<file path="config.mk">
export PLATFORM = sky130hd
export DESIGN_NAME = z80_bus_arb
export DESIGN_NICKNAME = d
export VERILOG_FILES = /design/src/rtl/z80_bus_pkg.sv /design/src/rtl/z80_ws_counter.sv /design/src/rtl/z80_bus_arb.sv
export SDC_FILE = /design/constraint.sdc
export NUM_CORES = 1
export LEC_CHECK = 0
export CAP_MARGIN = 30
export CORE_ASPECT_RATIO = 1.75
export CORE_MARGIN = 3
export CORE_UTILIZATION = 40
export CTS_BUF_LIST = sky130_fd_sc_hd__clkbuf_2 sky130_fd_sc_hd__clkbuf_4 sky130_fd_sc_hd__clkbuf_8
export DETAILED_ROUTE_END_ITERATION = 16
export PLACE_DENSITY = 0.94
export SYNTH_ARGS = -nofsm -noshare
export SYNTH_HDL_FRONTEND = slang
export SYNTH_SLANG_ARGS = --single-unit
</file>
<file path="constraint.sdc">
create_clock -name CLK -period 2 [get_ports CLK]
set_input_delay 0.2 -clock CLK [delete_from_list [all_inputs] [get_ports CLK]]
set_output_delay 0.2 -clock CLK [all_outputs]
set_load 0.02 [all_outputs]
</file>
<file path="src/rtl/z80_bus_pkg.sv">
// Shared types and helpers for the Z80 bus arbiter: ownership states,
// wait-counter width and the per-access-type wait-state selector.
package z80_bus_pkg;

  typedef enum logic [1:0] {
    CPU_OWN,
    DMA_OWN,
    DMA_XFER
  } arb_state_e;

  localparam int WS_W = 4;

  function automatic logic [WS_W-1:0] ws_sel(input logic            is_io,
                                             input logic [WS_W-1:0] mem_ws,
                                             input logic [WS_W-1:0] io_ws);
    return is_io ? io_ws : mem_ws;
  endfunction

endpackage

</file>
<file path="src/rtl/z80_ws_counter.sv">
// Wait-state down counter shared by CPU and DMA accesses: load has priority,
// otherwise it decrements toward zero and holds there.
module z80_ws_counter
  import z80_bus_pkg::*;
(
  input  logic            clk,
  input  logic            rst_n,
  input  logic            load,
  input  logic [WS_W-1:0] load_val,
  output logic [WS_W-1:0] cnt,
  output logic            zero
);

  logic [WS_W-1:0] cnt_q, cnt_d;

  always_comb begin
    cnt_d = cnt_q;
    if (load) begin
      cnt_d = load_val;
    end else if (cnt_q != '0) begin
      cnt_d = cnt_q - 1'b1;
    end
  end

  always_ff @(posedge clk or negedge rst_n) begin
    if (!rst_n) begin
      cnt_q <= '0;
    end else begin
      cnt_q <= cnt_d;
    end
  end

  assign cnt  = cnt_q;
  assign zero = (cnt_q == '0);

endmodule

</file>
<file path="src/rtl/z80_bus_arb.sv">
// Bus arbiter / wait-state generator between the NextZ80 core and one DMA master.
// Optional burst limit (DMA_MAX_BURST transfers per grant) via Z80_BUS_ARB_BURST_LIMIT_EN.
module z80_bus_arb
  import z80_bus_pkg::*;
#(
  parameter int MEM_WS        = 1,
  parameter int IO_WS         = 2,
  parameter int DMA_MAX_BURST = 16
) (
  input  logic        CLK,
  input  logic        RESET,
  input  logic [15:0] CPU_ADDR,
  input  logic [7:0]  CPU_DO,
  input  logic        CPU_WR,
  input  logic        CPU_MREQ,
  input  logic        CPU_IORQ,
  output logic        CPU_WAIT,
  input  logic        DMA_REQ,
  input  logic [15:0] DMA_ADDR,
  input  logic [7:0]  DMA_DO,
  input  logic        DMA_WR,
  input  logic        DMA_IO,
  output logic        DMA_GNT,
  output logic        DMA_ACK,
  output logic [7:0]  DMA_DI,
  output logic [15:0] BUS_ADDR,
  output logic [7:0]  BUS_DO,
  output logic        BUS_WR,
  output logic        BUS_MREQ,
  output logic        BUS_IORQ,
  input  logic [7:0]  BUS_DI,
  input  logic        BUS_RDY
);

  localparam logic [WS_W-1:0] MEM_WS_C = WS_W'(MEM_WS);
  localparam logic [WS_W-1:0] IO_WS_C  = WS_W'(IO_WS);

  arb_state_e      state_q, state_d;
  logic            strb_prev_q, strb_prev_d;
  logic [7:0]      di_q, di_d;
  logic [15:0]     addr_q;
  logic [7:0]      do_q;
  logic            wr_q, io_q;
  logic            lat_en, cnt_load, cnt_zero, ack, grant;
  logic [WS_W-1:0] cnt_val, cnt_unused, cpu_ws;
  logic            cpu_strb, burst_hit, block;

  assign cpu_strb = CPU_MREQ | CPU_IORQ;
  assign cpu_ws   = ws_sel(CPU_IORQ, MEM_WS_C, IO_WS_C);

  z80_ws_counter u_ws_counter (
    .clk      (CLK),
    .rst_n    (RESET),
    .load     (cnt_load),
    .load_val (cnt_val),
    .cnt      (cnt_unused),
    .zero     (cnt_zero)
  );

  always_comb begin
    state_d     = state_q;
    strb_prev_d = 1'b0;
    di_d        = di_q;
    lat_en      = 1'b0;
    cnt_load    = 1'b0;
    cnt_val     = '0;
    ack         = 1'b0;
    CPU_WAIT    = 1'b0;
    BUS_ADDR    = CPU_ADDR;
    BUS_DO      = CPU_DO;
    BUS_WR      = CPU_WR;
    BUS_MREQ    = CPU_MREQ;
    BUS_IORQ    = CPU_IORQ;
    unique case (state_q)
      CPU_OWN: begin
        strb_prev_d = cpu_strb;
        if (cpu_strb && !strb_prev_q) begin
          // The start cycle already counts as the first wait cycle.
          cnt_load = 1'b1;
          cnt_val  = (cpu_ws == '0) ? '0 : cpu_ws - 1'b1;
          CPU_WAIT = (cpu_ws != '0) || !BUS_RDY;
        end else begin
          CPU_WAIT = cpu_strb && (!cnt_zero || !BUS_RDY);
        end
        if (!cpu_strb && DMA_REQ && !block) begin
          state_d = DMA_OWN;
        end
      end
      DMA_OWN: begin
        CPU_WAIT = cpu_strb;
        BUS_ADDR = addr_q;
        BUS_DO   = do_q;
        BUS_WR   = 1'b0;
        BUS_MREQ = 1'b0;
        BUS_IORQ = 1'b0;
        if (burst_hit || !DMA_REQ) begin
          state_d = CPU_OWN;
        end else begin
          lat_en   = 1'b1;
          cnt_load = 1'b1;
          cnt_val  = ws_sel(DMA_IO, MEM_WS_C, IO_WS_C);
          state_d  = DMA_XFER;
        end
      end
      DMA_XFER: begin
        CPU_WAIT = cpu_strb;
        BUS_ADDR = addr_q;
        BUS_DO   = do_q;
        BUS_WR   = wr_q;
        BUS_MREQ = !io_q;
        BUS_IORQ = io_q;
        if (cnt_zero && BUS_RDY) begin
          ack     = 1'b1;
          state_d = DMA_OWN;
          if (!wr_q) begin
            di_d = BUS_DI;
          end
        end
      end
      default: state_d = CPU_OWN;
    endcase
    // While held in reset only the external ready may stall the core.
    if (!RESET) begin
      CPU_WAIT = cpu_strb && !BUS_RDY;
    end
  end

  assign grant = (state_q == CPU_OWN) && (state_d == DMA_OWN);

  always_ff @(posedge CLK or negedge RESET) begin
    if (!RESET) begin
      state_q     <= CPU_OWN;
      strb_prev_q <= 1'b0;
      di_q        <= 8'h00;
    end else begin
      state_q     <= state_d;
      strb_prev_q <= strb_prev_d;
      di_q        <= di_d;
    end
  end

  always_ff @(posedge CLK) begin
    if (lat_en) begin
      addr_q <= DMA_ADDR;
      do_q   <= DMA_DO;
      wr_q   <= DMA_WR;
      io_q   <= DMA_IO;
    end
  end

`ifdef Z80_BUS_ARB_BURST_LIMIT_EN
  logic [7:0] burst_q, burst_d;
  logic       block_q, block_d;

  always_comb begin
    burst_d = burst_q;
    if (grant) begin
      burst_d = 8'h00;
    end else if (ack) begin
      burst_d = burst_q + 8'h01;
    end
    // One-cycle block lets a CPU access stalled by the burst win before regrant.
    block_d = (state_q == DMA_OWN) && burst_hit;
  end

  always_ff @(posedge CLK or negedge RESET) begin
    if (!RESET) begin
      burst_q <= 8'h00;
      block_q <= 1'b0;
    end else begin
      burst_q <= burst_d;
      block_q <= block_d;
    end
  end

  assign burst_hit = (burst_q == 8'(DMA_MAX_BURST));
  assign block     = block_q;
`else
  logic burst_cfg_unused;
  assign burst_cfg_unused = |{8'(DMA_MAX_BURST), grant, cnt_unused};
  assign burst_hit        = 1'b0;
  assign block            = 1'b0;
`endif

  assign DMA_GNT = (state_q != CPU_OWN);
  assign DMA_ACK = ack;
  assign DMA_DI  = di_q;

endmodule

</file>
==> reports/metrics.yaml, run 1 <==
hold_ws_ns: 0.355
n_antenna_cell: 0
netlist_instances: 128
cts_buffers: 5
synthFlopType: "edfxtp_1"
vdd_drop_max_mv: 0.878
grt_pass1_wl_um: 8400
clock.fmax_ghz: 0.516
drt-pass1-iter-count: 4
ys_seq_area_frac: 0.614
die_area_um2: 5600
synthMuxAreaShare: 0.197
numPortBuffers: 102
finalSetupTns_ns: 0
grt_usage: 0.201
crit_type: "reg2out"
viasPerCell: 5.12
synthTopCellsByArea: "edfxtp_1 (41%), dfrtp_1 (20%), mux2_2 (19%)"
clock-root-buffer: "clkbuf_8"
crit_required_ns: 1.80
start_util: 0.420
powerDensity_nw_per_um2: 1480
synth.avg_cell_area_um2: 14.7
cts.sinks: 41
synth.distinct_cells: 25
cp.arrival_ns: 1.74
min_path_type: "in2async"
pin_count: 103
finalSetupViolCount: 0
rows: 32
synth_top_family_by_area: "multiplexers"
synthSimpleGateAreaFrac: 0.0578
finalCoreUtilization: 0.695
synth_fa_ha_area_frac: 0.0399
die_h_um: 96.7
fin_skew_ns: 0.00659
drt_first_iter_violations: 47
nets: 324
syn_to_final_growth_pct: 65.6
netlist_top_cells_count: "mux2_2 (32), edfxtp_1 (26), dfrtp_1 (15)"
synth_compound_area_frac: 0.0505
rsz0062_at_grt: "false"
synth_top_cell_by_area: "edfxtp_1"
avgRoutedWirePerCell_um: 17.7
drv_slew: 0
grt_antenna_before_repair: 0
fillers: 328
grt_max_degree: 22
worst_pin_slew_ns: 0.560
grt_pass1_vias: 1697
startpoint_type: "register"
synthArstFlopShare: 0.366
cts_tree: "done"
drc: 0
core_area_um2: 4480
synthXorXnorAreaFrac: 0.0140
status: "finished, final reports clean"
synthesis.area_um2: 1880
fp.dieW_um: 57.9
synthesis.nets: 199
yosysWarningCount: 0
path_max_fanout: 21
place_congestion: 0.762
period_needed_ns: 1.94
overflow: 0
cts_buffer_depth: 2
hpwl_um: 4270
end_kind: "output port"
ant_nets: 0
hold_viol_final: 0
drv_cap: 0
yosysMostFrequentCell: "mux2_2"
route.final.wire_length_um: 5400
clkTransAtPathRegs_ns: 0.08
leakagePower_nw: 1.29
synth-seq-cells: 41
p_total_mw: 4.61
insertion_delay_ns: 0.29
htreeDepth: 2
max_slew_margin: 0.623
drive_gt1_frac: 0.390
multiInputGateArea_um2: 722
setup_ws_ns: 0.0607
pre_cts_ws_ns: -0.0657
vias: 1562
synth-edff-count: 26
fin_crit_sh: 0.970
synth_top_area_frac: 0.415
register_area_um2: 1160
critical path: stages (launching register included):
cell	delay, ns
dfrtp_1	0.37
inv_1	0.10
ha_4	0.30
buf_12	0.16
mux2_2	0.35
buf_2	0.16
kinds of logic after synthesis:
kind of cell | after synthesis
XOR/XNOR | 3
AND/OR/NAND/NOR | 18
flip-flops | 41
buffers and inverters | 13
multiplexers | 33
adder cells (fa/ha/maj) | 6
AO/OA/AOI/OAI | 14
sequential cells by signal, summed over array words and instances, names as in the netlist:
signal            cells
DMA_DI                8
u_ws_counter.cnt      4
do_q                  8
state_q               2
addr_q               16
strb_prev_q           1
io_q                  1
wr_q                  1
final timing paths:
path	from	to	slack, ns	cells past startpoint
max	state_q[0]	BUS_ADDR[8]	0.06	5
min	RESET	strb_prev_q	0.36	2
max reg2reg	u_ws_counter.cnt[0]	DMA_DI[4]	0.10	7
min reg2reg	DMA_DI[5]	DMA_DI[5]	0.51	1
max in group asynchronous	RESET	u_ws_counter.cnt[3]	1.46	2
min in group CLK	DMA_DO[7]	do_q[7]	0.46	1
where the power goes:
| part | internal, mW | switching, mW |
|---|---|---|
| combinational | 1.39 | 1.47 |
| clock | 0.241 | 0.279 |
| sequential | 1.14 | 0.0938 |
layout by cell type, fill, tap and decap left out, drive strengths merged:
| cell type | count |
|---|---|
| nor3 | 4 |
| o21ai | 2 |
| o221ai | 1 |
| dfrtp | 15 |
| edfxtp | 26 |
| xnor2 | 3 |
| clkinv | 2 |
| mux2i | 1 |
| clkdlybuf4s15 | 1 |
| or2 | 1 |
| nand2 | 4 |
| ha | 6 |
| or3b | 1 |
| nor3b | 1 |
| nor2 | 2 |
| clkbuf | 6 |
| and3 | 2 |
| nand2b | 2 |
| o2bb2ai | 2 |
| a21oi | 6 |
| clkinvlp | 1 |
| buf | 46 |
| mux2 | 32 |
| clkdlybuf4s50 | 73 |
| o32a | 1 |
| inv | 10 |
| o32ai | 2 |
| nand3 | 1 |
cell type report:
type / instances / area share
sequential: 41 / 0.371
timing repair buffer: 121 / 0.337
tap: 51 / 0.0205
inverter: 10 / 0.0120
clock buffer: 5 / 0.0221
multi-input combinational: 74 / 0.232
clock inverter: 3 / 0.00562
metrics by stage:
stage | cells | cell area [um^2]
3_3_place_gp | 296 | 3110
5_1_grt | 305 | 3120
4_1_cts | 304 | 3090
3_5_place_dp | 296 | 3110
6_report | 305 | 3120
2_1_floorplan | 128 | 1880
metal layers:
metal | GRT usage | part of all wire | vias to the layer above | wire length [um]
li1 | - | - | 720 | -
met1 | 0.210 | 0.35 | 751 | 1870
met2 | 0.358 | 0.56 | 73 | 3010
met3 | 0.0387 | 0.053 | 18 | 285
met4 | 0.111 | 0.044 | 0 | 239
met5 | 0 | 0 | - | 0
timing repair:
item                                    4_1_cts  5_1_grt
endpoints found under the setup margin       30       13
pin swaps                                     1        2
gates cloned                                  0        0
buffers inserted                              0        1
gates resized for setup                     112       12
hold buffers                                  0        0
Note: power is estimated with default switching activity, not from simulation.
==> run 2: changes to the inputs <==
- GPL_ROUTABILITY_DRIVEN: default -> 0
==> results of run 2 <==
Same layout as run 1: the final DEF is identical, and so are final timing and power.
